--- config.mk ---
export PLATFORM = sky130hd
export DESIGN_NAME = corr_window_energy_param
export DESIGN_NICKNAME = d
export VERILOG_FILES = /design/src/rtl/corr_window_energy_param.sv
export SDC_FILE = /design/constraint.sdc
export NUM_CORES = 1
export LEC_CHECK = 0
export ABC_AREA = 1
export CORE_AREA = 2 2 271 273
export CTS_CLUSTER_DIAMETER = 30
export DETAILED_ROUTE_END_ITERATION = 16
export DIE_AREA = 0 0 273 275
export PLACE_DENSITY = 0.51
export SLEW_MARGIN = 25
export SYNTH_ARGS = -nofsm -noshare
export SYNTH_HDL_FRONTEND = slang
export SYNTH_SLANG_ARGS = --single-unit
export TNS_END_PERCENT = 50
--- constraint.sdc ---
create_clock -name Clk -period 4.16 [get_ports Clk]
set_input_delay 0.416 -clock Clk [delete_from_list [all_inputs] [get_ports Clk]]
set_output_delay 0.416 -clock Clk [all_outputs]
set_load 0.1 [all_outputs]
--- src/rtl/corr_window_energy_param.sv ---
// -----------------------------------------------------------------------------
// corr_window_energy_param
//
// Sliding-window energy accumulator for a complex I/Q sample stream. Each
// valid sample contributes Re^2 + Im^2. The block outputs the sum of the
// last WIN = 2^WIN_LOG2 energies, and can optionally delay that sum by DELAY
// valid samples.
//
// Pipeline: energy (1) -> running sum (2) -> output / delay line (3).
// An input accepted in cycle c produces OutputEnable in cycle c+3.
//
// Parameters:
//   DW        signed width of each I/Q sample
//   WIN_LOG2  log2 of the window length (1..8)
//   DELAY     output delay in valid samples (0..64, 0 = none)
//
// Ports:
//   Clk           rising-edge clock
//   Rst_n         asynchronous active-low reset
//   InputEnable   DataInARe/DataInAIm valid this cycle
//   DataInARe     real part, two's complement
//   DataInAIm     imaginary part, two's complement
//   OutputEnable  one-cycle pulse per emitted result
//   SumMagnitude  unsigned windowed energy sum, held between pulses
//   WindowFull    high once WIN valid samples have entered the window
//
// Build option:
//   CWE_WINDOW_GATE_EN  when defined, results are emitted only once the
//                       window is full; the delay line still shifts.
// -----------------------------------------------------------------------------
module corr_window_energy_param #(
    parameter int DW       = 8,
    parameter int WIN_LOG2 = 4,
    parameter int DELAY    = 0
) (
    input  logic                       Clk,
    input  logic                       Rst_n,
    input  logic                       InputEnable,
    input  logic [DW-1:0]              DataInARe,
    input  logic [DW-1:0]              DataInAIm,
    output logic                       OutputEnable,
    output logic [2*DW+WIN_LOG2:0]     SumMagnitude,
    output logic                       WindowFull
);

    localparam int EW  = 2*DW + 1;
    localparam int SW  = 2*DW + 1 + WIN_LOG2;
    localparam int WIN = 1 << WIN_LOG2;

    localparam logic [WIN_LOG2-1:0] PTR_ONE = WIN_LOG2'(1);
    localparam logic [WIN_LOG2:0]   CNT_ONE = (WIN_LOG2+1)'(1);
    localparam logic [WIN_LOG2:0]   CNT_WIN = (WIN_LOG2+1)'(WIN);

    // ---------------- stage 1: energy ----------------
    // The samples are sign-extended to 2*DW bits. The low 2*DW bits of the
    // product are the same whether the multiply is signed or unsigned, and a
    // square is never negative.
    logic [2*DW-1:0] reExt_s;
    logic [2*DW-1:0] imExt_s;
    logic [2*DW-1:0] reSq_s;
    logic [2*DW-1:0] imSq_s;
    logic [EW-1:0]   energy_s;
    logic [EW-1:0]   energy_r;
    logic            v1_r;

    // Squares and energy of the incoming sample
    always_comb begin
        reExt_s  = {{DW{DataInARe[DW-1]}}, DataInARe};
        imExt_s  = {{DW{DataInAIm[DW-1]}}, DataInAIm};
        reSq_s   = reExt_s * reExt_s;
        imSq_s   = imExt_s * imExt_s;
        energy_s = {1'b0, reSq_s} + {1'b0, imSq_s};
    end

    // Stage-1 energy register and valid flag
    always_ff @(posedge Clk or negedge Rst_n) begin
        if (!Rst_n) begin
            energy_r <= {EW{1'b0}};
            v1_r     <= 1'b0;
        end else begin
            v1_r <= InputEnable;
            if (InputEnable) begin
                energy_r <= energy_s;
            end else begin
                energy_r <= energy_r;
            end
        end
    end

    // ---------------- stage 2: circular buffer + running sum ----------------
    logic [EW-1:0]       energyBuf_r [WIN];
    logic [WIN_LOG2-1:0] wrPtr_r;
    logic [SW-1:0]       acc_r;
    logic [SW-1:0]       accNext_s;
    logic [WIN_LOG2:0]   fillCount_r;
    logic [WIN_LOG2:0]   fillNext_s;
    logic                v2_r;
    logic                full2_r;

    // Add the new energy and drop the one being overwritten. Empty slots hold
    // zero, so a partial window needs no special case. The result never goes
    // negative because the dropped entry is part of acc_r.
    always_comb begin
        accNext_s = acc_r + {{WIN_LOG2{1'b0}}, energy_r}
                          - {{WIN_LOG2{1'b0}}, energyBuf_r[wrPtr_r]};
        if (fillCount_r == CNT_WIN) begin
            fillNext_s = fillCount_r;
        end else begin
            fillNext_s = fillCount_r + CNT_ONE;
        end
    end

    // Window state advances only on valid stage-1 data
    always_ff @(posedge Clk or negedge Rst_n) begin
        if (!Rst_n) begin
            for (int i = 0; i < WIN; i++) begin
                energyBuf_r[i] <= {EW{1'b0}};
            end
            wrPtr_r     <= {WIN_LOG2{1'b0}};
            acc_r       <= {SW{1'b0}};
            fillCount_r <= {(WIN_LOG2+1){1'b0}};
            full2_r     <= 1'b0;
            v2_r        <= 1'b0;
        end else begin
            v2_r <= v1_r;
            if (v1_r) begin
                energyBuf_r[wrPtr_r] <= energy_r;
                wrPtr_r              <= wrPtr_r + PTR_ONE;
                acc_r                <= accNext_s;
                fillCount_r          <= fillNext_s;
                full2_r              <= (fillNext_s == CNT_WIN);
            end else begin
                wrPtr_r     <= wrPtr_r;
                acc_r       <= acc_r;
                fillCount_r <= fillCount_r;
                full2_r     <= full2_r;
            end
        end
    end

    // ---------------- stage 3: output (optional delay line) ----------------
    logic gateOk_s;

    // Decide whether partial-window results may be emitted
    always_comb begin
`ifdef CWE_WINDOW_GATE_EN
        gateOk_s = full2_r;
`else
        gateOk_s = 1'b1;
`endif
    end

    generate
        if (DELAY == 0) begin : gNoDelay
            logic outPulse_s;

            // Emit the current window sum whenever stage 2 holds a valid result
            always_comb begin
                outPulse_s = v2_r & gateOk_s;
            end

            // Output register: the sum is held between pulses
            always_ff @(posedge Clk or negedge Rst_n) begin
                if (!Rst_n) begin
                    OutputEnable <= 1'b0;
                    SumMagnitude <= {SW{1'b0}};
                    WindowFull   <= 1'b0;
                end else begin
                    OutputEnable <= outPulse_s;
                    WindowFull   <= full2_r;
                    if (outPulse_s) begin
                        SumMagnitude <= acc_r;
                    end else begin
                        SumMagnitude <= SumMagnitude;
                    end
                end
            end
        end else begin : gDelay
            localparam int PW = $clog2(DELAY + 1);
            localparam logic [PW-1:0] PRIME_FULL = PW'(DELAY);
            localparam logic [PW-1:0] PRIME_ONE  = PW'(1);

            logic [SW-1:0] delayLine_r [DELAY];
            logic [PW-1:0] primeCount_r;
            logic          outPulse_s;

            // The oldest entry leaves the line only once DELAY results are queued
            always_comb begin
                outPulse_s = v2_r & (primeCount_r == PRIME_FULL) & gateOk_s;
            end

            // Delay line shifts on every valid result; output samples its tail
            always_ff @(posedge Clk or negedge Rst_n) begin
                if (!Rst_n) begin
                    for (int i = 0; i < DELAY; i++) begin
                        delayLine_r[i] <= {SW{1'b0}};
                    end
                    primeCount_r <= {PW{1'b0}};
                    OutputEnable <= 1'b0;
                    SumMagnitude <= {SW{1'b0}};
                    WindowFull   <= 1'b0;
                end else begin
                    OutputEnable <= outPulse_s;
                    WindowFull   <= full2_r;
                    if (outPulse_s) begin
                        SumMagnitude <= delayLine_r[DELAY-1];
                    end else begin
                        SumMagnitude <= SumMagnitude;
                    end
                    if (v2_r) begin
                        for (int i = DELAY - 1; i > 0; i--) begin
                            delayLine_r[i] <= delayLine_r[i-1];
                        end
                        delayLine_r[0] <= acc_r;
                        if (primeCount_r != PRIME_FULL) begin
                            primeCount_r <= primeCount_r + PRIME_ONE;
                        end else begin
                            primeCount_r <= primeCount_r;
                        end
                    end else begin
                        primeCount_r <= primeCount_r;
                    end
                end
            end
        end
    endgenerate

endmodule

==> flow_metrics.env, run 1 <==
export IMPL_grt_pass1_wl_mm=102
export IMPL_core_area_um2=72300
export IMPL_placed_area_um2=24300
export IMPL_clock_skew_ps=23.4
export IMPL_grt_remaining_overflow=0
export IMPL_clkLatencyLatePin_ps=590
export IMPL_fmax_mhz=227
export IMPL_syn_area_per_cell_um2=8.01
export IMPL_dr_pass1_iters=5
export IMPL_drive_above_1_share_pct=19.0
export IMPL_fillCellCount=7329
export IMPL_synth_flop_cell="dfrtp_1"
export IMPL_status="finished with violations"
export IMPL_io_pins=42
export IMPL_fin_crit_sh_pct=106
export IMPL_cp_endpoint="energy_r[13]"
export IMPL_ys_top_cells_by_area="dfrtp_1, nand2_1, fa_1"
export IMPL_seq_area_frac_synth_pct=40.2
export IMPL_r2r_cells=21
export IMPL_grt_max_degree=109
export IMPL_fp_dieW_um=273
export IMPL_cts_inserted_buffers=86
export IMPL_yosysWarnings=0
export IMPL_worstMarginPinSlew_ps=998
export IMPL_ys_async_sr_fraction_pct=100
export IMPL_wl_mm=62.5
export IMPL_hold_viol=0
export IMPL_diodes=0
export IMPL_synth_top_area_share_pct=40.2
export IMPL_path_class="primary input to register"
export IMPL_synth_fp_nets=2898
export IMPL_vias=18400
export IMPL_route_detailed_drc=0
export IMPL_rsz0062_at_grt="yes"
export IMPL_maxCapViolations=0
export IMPL_synth_edf_count=0
export IMPL_gr_usage_met2_pct=29.4
export IMPL_die_area_um2=75100
export IMPL_path_max_fanout=6
export IMPL_r2r_start="wrPtr_r[0]"
export IMPL_slew_violations=0
export IMPL_clock_sinks=345
export IMPL_ys_types=34
export IMPL_ant_nets=0
export IMPL_clkTransAtPathRegs_ps=40
export IMPL_post_route_min_period_ps=4410
export IMPL_drt_initial_drc_count=1135
export IMPL_finalNonFillerCells=3894
export IMPL_yosys_top_cells_count="nand2_1, o21ai_0, dfrtp_1"
export IMPL_worstHoldPathType="primary input to async pin"
export IMPL_reg2reg_slack_ps=380
export IMPL_io_buffers=41
export IMPL_arrival_ps=4870
export IMPL_nNetsFinal=3083
export IMPL_vias_per_cell=4.72
export IMPL_rows=99
export IMPL_cp_startpoint="DataInARe[1]"
export IMPL_busiest_layer="met2"
export IMPL_synth_seq_cells=345
export IMPL_tns_ps=-1100
export IMPL_antenna_found_initial=0
export IMPL_synth_largest_area_cell="dfrtp_1"
export IMPL_syn_instance_count=2679
export IMPL_cts_root_buf="clkbuf_16"
export IMPL_final_setup_worst_slack_ps=-250
export IMPL_cp_end_kind="register"
export IMPL_syn_area_um2=21500
export IMPL_placed_cells=3718
export IMPL_place_detailed_hpwl_mm=43.2
export IMPL_area_delta_synth_final_pct=31.3
export IMPL_start_util_pct=29.7
export IMPL_use_met3_pct=2.20
export IMPL_slew_headroom_pct=33.3
export IMPL_critPathRequiredTime_ps=4620
export IMPL_htreeDepth=3
export IMPL_grt_pass1_vias=19100
export IMPL_final_cell_area_um2=28200
export IMPL_startpoint_type="primary input"
export IMPL_cts_tree="done"
export IMPL_groute_usage_overall_pct=17.1
export IMPL_preCtsSetupSlack_ps=-1380
export IMPL_wl_per_cell_um=16.0
export IMPL_setup_violations=7
export IMPL_die_h_um=275
export IMPL_cts_buffer_depth=3
export IMPL_rr_endpoint="acc_r[14]"
export IMPL_place_congestion=0.862
export IMPL_violations="negative setup slack"
export IMPL_met1_usage_pct=22.2
export IMPL_yosysMostFrequentCell="nand2_1"
==> placed cells by master, fill, tap and decap left out, types with 6 or more instances in the layout <==
master	n
buf_12	10
nand2_1	570
or2_2	6
clkinv_2	15
buf_6	13
bufinv_16	13
xor2_1	21
buf_2	9
clkbuf_1	12
clkdlybuf4s50_1	24
a21oi_1	117
o21ai_0	404
inv_2	22
dfrtp_1	343
nor2_4	11
o21ai_2	7
clkbuf_16	90
ha_1	68
nand3_1	52
buf_4	184
nand3b_1	10
xnor2_1	25
nand2_2	30
a21oi_4	7
nand4_1	31
o22ai_1	51
nor2_2	11
ha_4	26
o21ai_1	9
clkinvlp_4	9
nand2_4	14
inv_1	315
fa_1	101
nand3_2	10
a21oi_2	13
nor2_1	198
clkbuf_8	15
o21bai_1	7
==> registers in the layout (all words and copies together), names as in the netlist <==
register,flops
energyBuf_r,272
SumMagnitude,21
acc_r,21
energy_r,17
fillCount_r,5
wrPtr_r,4
OutputEnable,1
WindowFull,1
full2_r,1
gNoDelay.outPulse_s,1
v1_r,1
==> how the worst min path moves through the flow <==
stage	from	end	slack, ps	cells after the start
CTS	full2_r	WindowFull	380	0
detailed placement	full2_r	WindowFull	370	0
global placement	full2_r	WindowFull	370	0
global route	Rst_n	energyBuf_r[260]	300	2
finish	Rst_n	energyBuf_r[69]	280	2
floorplan	Rst_n	OutputEnable	120	0
==> through the flow <==
step	util [%]	hold WS, ps
6_report	39.0	283
5_1_grt	39.0	300
4_1_cts	38.5	381
3_5_place_dp	33.6	371
3_3_place_gp	33.6	366
2_1_floorplan	-	120
==> cell type report <==
type / count / area [um^2] / area share (%)
Clock buffer: 117 / 2500 / 8.89
Tap cell: 959 / 1200 / 4.26
Timing Repair Buffer: 246 / 2100 / 7.44
Multi-Input combinational cell: 1842 / 11800 / 42.0
Inverter: 343 / 1310 / 4.65
Sequential cell: 345 / 8640 / 30.7
Clock inverter: 42 / 584 / 2.07
==> critical path, cell delays in order <==
cell and delay (ps):
buf_2 140, buf_4 160, nand2_1 60, inv_1 60
ha_4 270, inv_1 50, fa_1 550, fa_1 460
fa_1 540, inv_2 50, ha_4 220, buf_4 150
nand3_2 70, nand2_2 70, a21oi_2 170, nor2_1 60
nor2_1 120, xor2_1 150, inv_1 100, ha_4 320
nand2_4 80, nor2_4 80, nand4_1 120, nand3_1 150
nand2_1 90, nand3_2 80, o21ai_1 60
==> layer usage <==
layer | vias to the layer above | wire length, um
met3 | 89 | 2430
met4 | 0 | 1340
met1 | 8934 | 28100
li1 | 8969 | -
met2 | 393 | 30500
met5 | - | 0
==> what timing repair did <==
item,CTS,global route
setup buffers,13,4
endpoints found under the setup margin,11,15
endpoints found under the hold margin,39,0
hold buffers,1,0
pin swaps,74,72
gates resized for setup,146,91
==> cells by family (layout without fill, tap and decap cells) <==
group                    after synthesis  after routing  synth area share (%)
flip-flops                           345            345                  40.2
multiplexers                           1              1                0.0525
adder cells (fa/ha/maj)              200            200                  15.4
XOR/XNOR                              55             55                  2.25
buffers and inverters                492            748                  8.89
AO/OA/AOI/OAI                        630            630                  15.2
AND/OR/NAND/NOR                      956            956                  18.0
Power of run 1 is left out: the tool's default activity adds up to more than one toggle a clock period on the data nets, which glitch-free logic cannot reach.
==> run 2: changes to the inputs <==
--- a/config.mk
+++ b/config.mk
@@ -6,11 +6,11 @@
 export NUM_CORES = 1
 export LEC_CHECK = 0
 export ABC_AREA = 1
-export CORE_AREA = 2 2 271 273
+export CORE_AREA = 2 2 230 322
 export CTS_CLUSTER_DIAMETER = 30
 export DETAILED_ROUTE_END_ITERATION = 16
-export DIE_AREA = 0 0 273 275
-export PLACE_DENSITY = 0.51
+export DIE_AREA = 0 0 232 324
+export PLACE_DENSITY = 0.46
 export SLEW_MARGIN = 25
 export SYNTH_ARGS = -nofsm -noshare
 export SYNTH_HDL_FRONTEND = slang
==> run 2 against run 1 <==
- the run still ends with negative setup slack left
- maximum frequency increased by 0.52%
- design area decreased by 2.3%
- setup slack improved by 23 ps
- count of clock-buffer cells in the layout decreased by 48
- register-to-register slack got worse by 40 ps
- sequential share of layout area increased by 0.71 points
- core utilization decreased by 0.95 points
- wire length increased by 1.5%
- via count decreased by 0.55%
- die area increased by 0.12%
- hold slack improved by 92 ps
- global-route usage increased by 0.14 points
==> flow_metrics.env, run 2 (synthesis results as in run 1) <==
export IMPL_worstHoldStart="full2_r"
export IMPL_cts_root_buf="clkbuf_16"
export IMPL_holdPathEnd="WindowFull"
export IMPL_top_register="energyBuf_r"
export IMPL_path_max_fanout=5
export IMPL_worstMarginPinSlew_ps=1020
export IMPL_wl_per_cell_um=16.5
export IMPL_clock_skew_ps=25.9
export IMPL_reg2reg_slack_ps=340
export IMPL_critical_path_slowest_cell="fa_2"
export IMPL_drive_above_1_share_pct=19.0
export IMPL_core_area_um2=72500
export IMPL_diodes=0
export IMPL_largest_reg_flops=272
export IMPL_fmax_mhz=228
export IMPL_slew_violations=0
export IMPL_biggestRegsByFlops="energyBuf_r x272, SumMagnitude x21, acc_r x21"
export IMPL_cts_inserted_buffers=60
export IMPL_wl_mm=63.4
export IMPL_antenna_found_initial=0
export IMPL_grt_remaining_overflow=0
export IMPL_r2r_cells=18
export IMPL_groute_usage_overall_pct=17.2
export IMPL_vias=18300
export IMPL_nNetsFinal=3063
export IMPL_hold_viol=0
export IMPL_dr_pass1_iters=5
export IMPL_arrival_ps=4850
export IMPL_slew_headroom_pct=32.0
export IMPL_critPathRequiredTime_ps=4620
export IMPL_post_route_min_period_ps=4390
export IMPL_rsz0062_at_grt="yes"
export IMPL_route_detailed_drc=0
export IMPL_place_detailed_hpwl_mm=44.5
export IMPL_place_congestion=0.931
export IMPL_rr_endpoint="acc_r[14]"
export IMPL_io_pins=42
export IMPL_clkTransAtPathRegs_ps=50
export IMPL_grt_max_degree=113
export IMPL_grt_pass1_wl_mm=103
export IMPL_area_delta_synth_final_pct=28.4
export IMPL_worstHoldPathType="register to register"
export IMPL_die_area_um2=75200
export IMPL_clkLatencyLatePin_ps=600
export IMPL_htreeDepth=2
export IMPL_clock_sinks=345
export IMPL_fillCellCount=7475
export IMPL_path_class="primary input to register"
export IMPL_status="finished with violations"
export IMPL_min_path_cells=0
export IMPL_final_setup_worst_slack_ps=-228
export IMPL_drt_initial_drc_count=1065
export IMPL_placed_cells=3707
export IMPL_cts_tree="done"
export IMPL_io_buffers=41
export IMPL_cp_end_kind="register"
export IMPL_start_util_pct=29.6
export IMPL_setup_violations=7
export IMPL_violations="negative setup slack"
export IMPL_ant_nets=0
export IMPL_fin_crit_sh_pct=105
export IMPL_vias_per_cell=4.75
export IMPL_grt_pass1_vias=19100
export IMPL_layout_common_cells="nand2_1, o21ai_0, dfrtp_1"
export IMPL_die_h_um=324
export IMPL_rows=117
export IMPL_layout_commonest_cell="nand2_1"
export IMPL_cpPeakStageDelay_ps=560
export IMPL_r2r_start="wrPtr_r[0]"
export IMPL_fp_dieW_um=232
export IMPL_maxCapViolations=0
export IMPL_cts_buffer_depth=3
export IMPL_startpoint_type="primary input"
export IMPL_finalNonFillerCells=3847
## run 2: changes by cell type in the layout (fill, tap and decap cells not counted), moves of 5 or more
cell       before  now
buf_2           9    1
clkinv_2       15   10
clkbuf_8       15    5
clkbuf_1       12    2
buf_6          13   26
nand2_1       570  562
inv_6           4   11
nand2_4        14   20
inv_1         315  310
clkbuf_16      90   62
## run 2: layer usage
layer / GRT usage (%) / vias to the layer above / share of wire (%)
met5: 0 / - / 0
met4: 4.79 / 0 / 2.5
met3: 1.57 / 96 / 2.8
met2: 33.2 / 338 / 54
met1: 19.9 / 8948 / 40
li1: - / 8901 / -
## run 2: cell type report
class                      instances  area [um^2]  share of cell area (%)
clock buffer                      69         1630                    5.91
clock inverter                    44          539                    1.96
inverter                         343         1310                    4.76
multi-input combinational       1842        12000                    43.7
sequential                       345         8640                    31.4
tap                              952         1190                    4.33
timing repair buffer             252         2200                    8.00
## run 2: repair_timing
item / 4_1_cts / 5_1_grt
hold buffers: 1 / 0
pin swaps: 70 / 113
gates cloned: 1 / 0
setup buffers: 17 / 12
endpoints found under the setup margin: 11 / 12
gates resized for setup: 154 / 155
endpoints found under the hold margin: 59 / 0
## run 2: worst max path at each step
stage,from,to,slack [ps],depth (start not counted)
final,DataInAIm[7],energy_r[13],-230,26
after global routing,DataInAIm[3],energy_r[15],-430,26
after CTS,DataInAIm[6],energy_r[16],-350,24
after detailed placement,DataInARe[6],energy_r[14],-1400,26
after global placement,DataInAIm[3],energy_r[16],-1380,22
after floorplan,DataInARe[2],energy_r[13],-470,24
## run 2: critical path, delay by kind of cell
| family | cells | cell delay (ps) |
|---|---|---|
| buffers and inverters | 8 | 710 |
| AO/OA/AOI/OAI | 3 | 290 |
| AND/OR/NAND/NOR | 8 | 680 |
| adder cells (fa/ha/maj) | 6 | 2590 |
| XOR/XNOR | 1 | 170 |
## run 2: per-stage QoR
stage / setup WS, ps / cell area, um^2 / utilization [%] / hold WS (ps) / TNS, ps
2_1_floorplan: -472 / 22000 / - / 120 / -3250
3_3_place_gp: -1380 / 24300 / 33.5 / 371 / -14240
3_5_place_dp: -1400 / 24300 / 33.5 / 377 / -14490
4_1_cts: -351 / 27000 / 37.2 / 381 / -2280
5_1_grt: -434 / 27500 / 38.0 / 399 / -2680
6_report: -228 / 27500 / 38.0 / 376 / -1230
Power of run 2 is left out for the same reason.
